$ cat config.mk
export PLATFORM = sky130hd
export DESIGN_NAME = counter_control_fsm
export DESIGN_NICKNAME = d
export VERILOG_FILES = /design/src/rtl/counter_control_fsm.sv
export SDC_FILE = /design/constraint.sdc
export NUM_CORES = 1
export LEC_CHECK = 0
export CORE_UTILIZATION = 57
export CTS_CLUSTER_SIZE = 16
export DETAILED_ROUTE_END_ITERATION = 10
export PLACE_DENSITY = 0.83
export SLEW_MARGIN = 25
export SYNTH_ARGS = -nofsm -noshare
export SYNTH_HDL_FRONTEND = slang
export SYNTH_SLANG_ARGS = --single-unit
$ cat constraint.sdc
create_clock -name clk -period 4.1 [get_ports clk]
set_input_delay 0.615 -clock clk [delete_from_list [all_inputs] [get_ports clk]]
set_output_delay 0.615 -clock clk [all_outputs]
set_load 0.005 [all_outputs]
$ cat src/rtl/counter_control_fsm.sv
// Front-end controller for the 4-bit feature counter: debounces the clear/load/pause
// buttons, synchronises the switches and sequences the counter's reset/load controls.
module counter_control_fsm #(
  parameter int DB_CYCLES = 16
) (
  input  logic       clk,
  input  logic       reset,
  input  logic       clrBtn,
  input  logic       loadBtn,
  input  logic       pauseBtn,
  input  logic       upDownSw,
  input  logic [1:0] speedSw,
  input  logic [3:0] loadData,
  input  logic       tick,
  input  logic [3:0] countIn,
  output logic       cntReset,
  output logic       cntLoad,
  output logic       cntUpDown,
  output logic [1:0] cntClkSel,
  output logic [3:0] cntData,
  output logic       busy,
  output logic       paused,
  output logic [2:0] state
);

  localparam int CW = $clog2(DB_CYCLES + 1);
  localparam logic [CW-1:0] DB_LAST = CW'(DB_CYCLES - 1);

  typedef enum logic [2:0] {
    RUN   = 3'd0,
    CLR   = 3'd1,
    LOAD  = 3'd2,
    PAUSE = 3'd3,
    PCLR  = 3'd4,
    PLOAD = 3'd5
  } stateT;

  logic [2:0] btnRaw;
  logic [2:0] btnPress;

  assign btnRaw = {pauseBtn, loadBtn, clrBtn};

  genvar gi;
  generate
    for (gi = 0; gi < 3; gi++) begin : gBtn
      logic          metaReg;
      logic          syncReg;
      logic          levelReg;
      logic          levelDlyReg;
      logic          pressReg;
      logic [CW-1:0] dbCountReg;

      // The press pulse comes from the delayed level so it lands one edge after the flip.
      always_ff @(posedge clk or negedge reset) begin
        if (!reset) begin
          metaReg     <= 1'b1;
          syncReg     <= 1'b1;
          levelReg    <= 1'b1;
          levelDlyReg <= 1'b1;
          pressReg    <= 1'b0;
          dbCountReg  <= '0;
        end else begin
          metaReg <= btnRaw[gi];
          syncReg <= metaReg;
          if (syncReg == levelReg) begin
            dbCountReg <= '0;
          end else if (dbCountReg == DB_LAST) begin
            levelReg   <= syncReg;
            dbCountReg <= '0;
          end else begin
            dbCountReg <= dbCountReg + 1'b1;
          end
          levelDlyReg <= levelReg;
          pressReg    <= levelDlyReg & ~levelReg;
        end
      end

      assign btnPress[gi] = pressReg;
    end
  endgenerate

  logic       clrEv;
  logic       loadEv;
  logic       pauseEv;

  assign clrEv   = btnPress[0];
  assign loadEv  = btnPress[1];
  assign pauseEv = btnPress[2];

  logic       upDownMetaReg;
  logic       upDownSyncReg;
  logic [1:0] speedMetaReg;
  logic [1:0] speedSyncReg;

  always_ff @(posedge clk or negedge reset) begin
    if (!reset) begin
      upDownMetaReg <= 1'b0;
      upDownSyncReg <= 1'b0;
      speedMetaReg  <= 2'b00;
      speedSyncReg  <= 2'b00;
    end else begin
      upDownMetaReg <= upDownSw;
      upDownSyncReg <= upDownMetaReg;
      speedMetaReg  <= speedSw;
      speedSyncReg  <= speedMetaReg;
    end
  end

  stateT      stateReg;
  logic       cntResetReg;
  logic       cntLoadReg;
  logic       cntUpDownReg;
  logic [1:0] cntClkSelReg;
  logic [3:0] cntDataReg;
  logic       busyReg;
  logic       pausedReg;

  always_ff @(posedge clk or negedge reset) begin
    if (!reset) begin
      stateReg     <= RUN;
      cntResetReg  <= 1'b1;
      cntLoadReg   <= 1'b1;
      cntUpDownReg <= 1'b0;
      cntClkSelReg <= 2'b00;
      cntDataReg   <= 4'h0;
      busyReg      <= 1'b0;
      pausedReg    <= 1'b0;
    end else begin
      // Switch values only move at a sample edge, so clkSel never changes between samples.
      if (tick) begin
        cntUpDownReg <= upDownSyncReg;
        cntClkSelReg <= speedSyncReg;
      end

      case (stateReg)
        RUN: begin
          cntResetReg <= 1'b1;
          cntLoadReg  <= 1'b1;
          busyReg     <= 1'b0;
          pausedReg   <= 1'b0;
          if (clrEv) begin
            stateReg    <= CLR;
            cntResetReg <= 1'b0;
            busyReg     <= 1'b1;
          end else if (loadEv) begin
            stateReg   <= LOAD;
            cntLoadReg <= 1'b0;
            cntDataReg <= loadData;
            busyReg    <= 1'b1;
          end else if (pauseEv) begin
            stateReg   <= PAUSE;
            cntLoadReg <= 1'b0;
            cntDataReg <= countIn;
            pausedReg  <= 1'b1;
          end
        end

        CLR: begin
          if (tick) begin
            stateReg    <= RUN;
            cntResetReg <= 1'b1;
            busyReg     <= 1'b0;
          end
        end

        LOAD: begin
          if (tick) begin
            stateReg   <= RUN;
            cntLoadReg <= 1'b1;
            busyReg    <= 1'b0;
          end
        end

        PAUSE: begin
          cntResetReg <= 1'b1;
          cntLoadReg  <= 1'b0;
          if (clrEv) begin
            stateReg    <= PCLR;
            cntResetReg <= 1'b0;
            cntLoadReg  <= 1'b1;
            busyReg     <= 1'b1;
          end else if (loadEv) begin
            stateReg   <= PLOAD;
            cntDataReg <= loadData;
            busyReg    <= 1'b1;
          end else if (pauseEv) begin
            stateReg   <= RUN;
            cntLoadReg <= 1'b1;
            pausedReg  <= 1'b0;
          end
        end

        PCLR: begin
          // The freeze value becomes whatever the clear produced in this sample.
          if (tick) begin
            stateReg    <= PAUSE;
            cntResetReg <= 1'b1;
            cntLoadReg  <= 1'b0;
            cntDataReg  <= {4{cntUpDownReg}};
            busyReg     <= 1'b0;
          end
        end

        PLOAD: begin
          if (tick) begin
            stateReg <= PAUSE;
            busyReg  <= 1'b0;
          end
        end

        default: begin
          stateReg    <= RUN;
          cntResetReg <= 1'b1;
          cntLoadReg  <= 1'b1;
          busyReg     <= 1'b0;
          pausedReg   <= 1'b0;
        end
      endcase
    end
  end

  assign cntReset  = cntResetReg;
  assign cntLoad   = cntLoadReg;
  assign cntUpDown = cntUpDownReg;
  assign cntClkSel = cntClkSelReg;
  assign cntData   = cntDataReg;
  assign busy      = busyReg;
  assign paused    = pausedReg;
  assign state     = stateReg;

endmodule

==> reports/qor.csv, run 1 <==
metric;value;unit
clkLatencyLatePin;300;ps
path_cells;clkdlybuf4s50_1;
timing.slew.headroom;60.76;%
viasPerCell;5.621;
critical_path.top_delay_family;flip-flops;
final_cell_mix;dfrtp_1, clkdlybuf4s50_1, nor2_1, dfstp_2, xor2_1;
cp_num_buf_inv;1;
p_sw_share;20.91;%
rows;22;
p_leak;0.001174;uW
finalPower;923.3;uW
overflow;0;
p_int;730.3;uW
setup_ws;1856;ps
reg2reg_setup_slack;2440;ps
clkSinkCount;50;
ys_warn_count;0;
async_reset_ff_share;100.0;%
first_pass_iters;4;
finalHoldViolations;0;
timing.rr.end;cntData[1];
diodes;0;
required;3480;ps
switchingPower;193.0;uW
synthMuxAreaShare;3.625;%
die_x;63.77;um
reg2reg_depth;4;
synthAdderAreaFrac;1.726;%
grt_max_degree;51;
r2r-start;state[2];
fillers;275;
synth_area;2175;um^2
io_buffers;30;
startpoint_type;flop;
seqCellArea;1269;um^2
syn_avg_cell_area;11.75;um^2
drive_above_1_share;18.52;%
path_clk_slew;80;ps
io_pins;31;
synth_compound_area_share;15.59;%
post_cts_buffers;0;
core;3661;um^2
vias;1484;
seqPwrFrac;57.1;%
pre_cts_ws;1923;ps
grt_pass1_vias;1493;
critPathArrivalTime;1630;ps
syn_nets;205;
tightest_slew;588.6;ps
place.gp.congestion;0.8079;
synthFlopType;dfrtp_1;
cts_resized;0;
detail-route-antenna-nets;0;
max_stage_delay;720;ps
wl_per_cell;14.40;um
cap_violations;0;
postCtsHoldBufs;0;
wirelength;3802;um
cts_buffers;5;
die_h;63.77;um
fmax;445.7;MHz
grt.total_usage;21.80;%
synth_edf_count;0;
dpl.hpwl;2712;um
final_common_cell;dfrtp_1;
critPathSlowestCell;dfrtp_1;
h-tree-depth;2;
slew_viol_final;0;
power_per_cell_area;355.1;nW/um^2
drtIter0Drc;149;
min_period;2244;ps
fp.dieArea;4066;um^2
multiInputGateArea;845.8;um^2
remaining_drc_errors;0;
synthDistinctLibCells;40;
syn_to_final_growth;19.56;%
critPathKind;reg2out;
combPwrFrac;7.1;%
grt_antenna_before_repair;0;
status;finished clean;
clk_path_buf_depth;2;
cp-end-kind;primary output;
cts_tree;yes;
synth_top_family_by_area;compound AO/OA/AOI/OAI gates;
synth_xor_area_share;3.625;%
critPathMaxFanout;21;
ys_seq_elements;50;
vdd_ir_drop_max;0.4015;mV
grt_pass1_wl;6748;um
root_buffer;clkbuf_8;
p_clk_share;35.8;%
hold_path.class;in2async;
ys_seq_area_share;58.34;%
setup_viol;0;
nNetsFinal;235;
min_period_over_period;54.73;%
setup-tns-final;0;ps
rsz0062_at_grt;no;
initial_utilization;59.40;%
yosys.area_share.simple;14.33;%
finalClockSkew;4.246;ps
syn_inst;185;
==> metrics by stage <==
step	utilization, %	hold slack (ps)	cells	area (um^2)
after global placement	67.98	335.2	256	2489
after floorplan	-	319.4	185	2175
after CTS	70.95	364.1	264	2597
after global routing	71.02	361.7	264	2600
after detailed placement	67.98	341.0	256	2489
final	71.02	311.2	264	2600
==> layer usage <==
metal	GRT usage [%]	vias up	share of wire (%)	routed length (um)
met5	0	-	0	0
li1	-	708	-	-
met4	9.091	0	1.3	51
met1	28.21	715	42	1614
met3	4.821	7	5.4	207
met2	35.51	54	51	1929
==> power by group through the flow <==
| stage | logic [uW] | clock network [uW] | registers, uW |
|---|---|---|---|
| floorplan | 25.8 | 0 | 533 |
| global placement | 63.0 | 0 | 534 |
| detailed placement | 66.2 | 0 | 537 |
| CTS | 66.8 | 341 | 528 |
| global route | 72.7 | 361 | 530 |
| finish | 65.7 | 330 | 527 |
==> logic make-up (layout without fill, tap and decap cells) <==
family / after synthesis / in the layout
xor gates and xnor gates: 9 / 9
and+or+nand+nor: 61 / 61
AOI/OAI and AO/OA: 43 / 43
buffers and inverters: 12 / 43
DFF: 50 / 50
muxes: 7 / 7
adders and majority gates: 3 / 3
==> layout make-up <==
class                   instances  share of cell area, %
flip-flops and latches         50                  48.80
multi-input cells             123                  32.53
repair buffers                 30                  11.45
clock buffers                   5                  2.647
well taps                      48                  2.310
clock inverters                 3                  1.540
inverters                       5                 0.7218
==> flip-flops by register name, summed over array words and instances (netlist names), 2 cells and up <==
| name | flops |
|---|---|
| cntClkSel | 2 |
| gBtn.syncReg | 3 |
| speedMetaReg | 2 |
| gBtn.metaReg | 3 |
| gBtn.levelReg | 3 |
| cntData | 4 |
| speedSyncReg | 2 |
| gBtn.dbCountReg | 15 |
| gBtn.pressReg | 2 |
| state | 3 |
| gBtn.levelDlyReg | 3 |
==> Yosys cell counts (2+ instances only) <==
cell	count	area share (%)
and2_1	3	0.86
a31oi_1	3	0.86
nand3_1	7	1.6
xor2_1	9	3.6
o21ai_1	4	0.92
o22ai_1	2	0.58
buf_2	3	0.69
nand2_1	4	0.69
nor2b_1	5	1.4
dfstp_2	14	17
mux2_2	7	3.6
nor2_1	25	4.3
o21ai_0	8	1.8
nand2b_1	4	1.2
a21o_1	2	0.69
a21oi_1	8	1.8
a2bb2oi_2	3	2.1
clkbuf_1	2	0.35
inv_1	5	0.86
dfrtp_1	36	41
o221ai_1	4	1.6
o211ai_1	2	0.69
or2_1	2	0.58
nor3_1	2	0.46
and3_1	3	0.86
nand4_1	2	0.58
ha_1	3	1.7
==> worst max-delay path by stage <==
| stage | slack, ps | end | startpoint | depth (start not counted) |
|---|---|---|---|---|
| after floorplan | 2660 | cntData[1] | tick | 4 |
| after global placement | 1980 | cntData[1] | tick | 4 |
| after detailed placement | 1920 | cntData[1] | tick | 4 |
| after CTS | 1880 | state[0] | state[0] | 1 |
| after global routing | 1770 | state[2] | state[2] | 1 |
| final | 1860 | state[2] | state[2] | 1 |
(Power assumes the default switching activity.)
==> run 2, diff against run 1 <==
--- a/config.mk
+++ b/config.mk
@@ -5,10 +5,10 @@
 export SDC_FILE = /design/constraint.sdc
 export NUM_CORES = 1
 export LEC_CHECK = 0
-export CORE_UTILIZATION = 57
+export CORE_UTILIZATION = 48
 export CTS_CLUSTER_SIZE = 16
 export DETAILED_ROUTE_END_ITERATION = 10
-export PLACE_DENSITY = 0.83
+export PLACE_DENSITY = 0.74
 export SLEW_MARGIN = 25
 export SYNTH_ARGS = -nofsm -noshare
 export SYNTH_HDL_FRONTEND = slang
==> constraint.sdc (replaced) <==
create_clock -name clk -period 1.9 [get_ports clk]
set_input_delay 0.285 -clock clk [delete_from_list [all_inputs] [get_ports clk]]
set_output_delay 0.285 -clock clk [all_outputs]
set_load 0.005 [all_outputs]
==> run 2 against run 1 <==
Sequential power grew 120%. Clock power grew 130%. Sequential share of layout area shrank 0.92 points. Clock skew grew 6.1 ps. Register-to-register slack lost 2100 ps. Critical path depth is the same. Routed wire length shrank 1.2%. Power grew 120%. Critical path type unchanged. Largest cell class unchanged.
==> reports/qor.csv, run 2 (same netlist as run 1, synthesis figures left out) <==
metric;value;unit;change
status;finished clean;;unchanged
root_buffer;clkbuf_8;;unchanged
dp.cells;263;;was 256
min_period_over_period;96.11;%;
finalHoldViolations;0;;unchanged
grt_max_degree;36;;was 51
final_common_cell;dfrtp_1;;unchanged
syn_to_final_growth;21.98;%;was 19.56%
timing.slew.headroom;68.97;%;was 60.76%
final_cell_mix;dfrtp_1, clkdlybuf4s50_1, nor2_1, dfstp_2, xor2_1;;unchanged
cp-end-kind;primary output;;unchanged
cp_num_buf_inv;1;;unchanged
detail-route-antenna-nets;0;;unchanged
min_period;1826;ps;
post_cts_buffers;0;;unchanged
required;1620;ps;was 3480 ps
fp.dieArea;4804;um^2;was 4066 um^2
remaining_drc_errors;0;;unchanged
die_x;69.31;um;was 63.77 um
critPathArrivalTime;1540;ps;was 1630 ps
p_leak;0.001196;uW;was 0.001174 uW
io_pins;31;;unchanged
crit_start;state[1];;was state[2]
vdd_ir_drop_max;0.4623;mV;was 0.4015 mV
vias;1487;;was 1,484
overflow;0;;unchanged
core;4354;um^2;was 3661 um^2
io_buffers;30;;unchanged
grt_pass1_wl;6541;um;was 6748 um
fmax;547.6;MHz;
power_per_cell_area;766.5;nW/um^2;was 355.1 nW/um^2
startpoint_type;flop;;unchanged
slew_viol_final;0;;unchanged
nNetsFinal;239;;was 235
rows;24;;was 22
grt_pass1_vias;1536;;was 1,493
die_h;69.31;um;was 63.77 um
path_clk_slew;90;ps;was 80 ps
largest_register_ffs;15;;unchanged
dpl.hpwl;2611;um;was 2712 um
cts_tree;yes;;unchanged
clkLatencyLatePin;310;ps;was 300 ps
r2r-start;state[1];;was state[2]
cts_buffers;5;;unchanged
grt.total_usage;17.50;%;was 21.80%
cap_violations;0;;unchanged
first_pass_iters;4;;unchanged
tightest_slew;465.5;ps;was 588.6 ps
setup_ws;73.99;ps;was 1856 ps
drtIter0Drc;90;;was 149
pre_cts_ws;282.2;ps;was 1923 ps
min_from;upDownMetaReg;;
critPathSlowestCell;dfrtp_1;;unchanged
drive_above_1_share;20.00;%;was 18.52%
clkSinkCount;50;;unchanged
diodes;0;;unchanged
critical_path.top_delay_family;flip-flops;;unchanged
final_core_util;60.92;%;was 71.02%
wirelength;3757;um;was 3802 um
initial_utilization;49.94;%;was 59.40%
viasPerCell;5.467;;was 5.621
max_stage_delay;640;ps;was 720 ps
clk_path_buf_depth;2;;unchanged
wl_per_cell;13.81;um;was 14.40 um
top_register;gBtn.dbCountReg;;unchanged
critPathMaxFanout;13;;was 21
place.gp.congestion;0.8403;;was 0.8079
path_cells;clkdlybuf4s50_1;;unchanged
setup_viol;0;;unchanged
critPathKind;reg2out;;unchanged
rsz0062_at_grt;no;;unchanged
h-tree-depth;2;;unchanged
hold_path.class;reg2reg;;was in2async
grt_antenna_before_repair;0;;unchanged
layout.cells.non_filler;272;;was 264
finalClockSkew;10.33;ps;was 4.246 ps
setup-tns-final;0;ps;unchanged
[run 2: changes by cell type in the layout (fill, tap and decap cells not counted), sizes merged]
| cell | before | now |
|---|---|---|
| buf | 1 | 4 |
| dlygate4sd3 | 0 | 1 |
| inv | 5 | 6 |
| clkinv | 2 | 1 |
[run 2: per-stage QoR]
step | hold WS [ps] | area [um^2] | total power, uW
6_report | 341.8 | 2653 | 2033
5_1_grt | 357.9 | 2653 | 2135
4_1_cts | 345.3 | 2653 | 2066
3_5_place_dp | 236.5 | 2529 | 1303
3_3_place_gp | 235.4 | 2529 | 1298
2_1_floorplan | -10.59 | 2175 | 1206
[run 2: final cells by class]
cell class,instances,area [um^2]
clock inverter,3,43.79
inverter,5,18.77
timing repair buffer,34,340.3
tap,52,65.06
fill,374,1702
multi-input combinational,123,845.8
sequential,50,1270
clock buffer,5,68.82
[run 2: routing by layer]
layer | vias to the layer above | wire, um | track usage (%)
met1 | 732 | 1650 | 19.88
met5 | - | 0 | 0
met3 | 8 | 146 | 5.233
li1 | 715 | - | -
met4 | 0 | 82 | 9.524
met2 | 32 | 1878 | 29.45
[run 2: path summary, 6_finish.rpt]
kind                       slack, ps         endpoint  cells after the start
min reg2reg                      340    upDownSyncReg                      0
min in group asynchronous        430       cntData[2]                      2
max in group asynchronous        870  gBtn[2].syncReg                      3
min                              340    upDownSyncReg                      0
max reg2reg                      330       cntData[1]                      4
max                               70         state[1]                      1
[run 2: timing repair]
item,CTS,global route
endpoints found under the hold margin,13,0
setup endpoints to repair,1,0
hold buffers,1,0
resized for setup,1,0
[run 2: power breakdown]
part / switching [uW] / leakage (uW) / internal, uW
clock: 356 / 0.0000585 / 395
combinational: 61.8 / 0.000523 / 85.5
sequential: 26.4 / 0.000615 / 1110
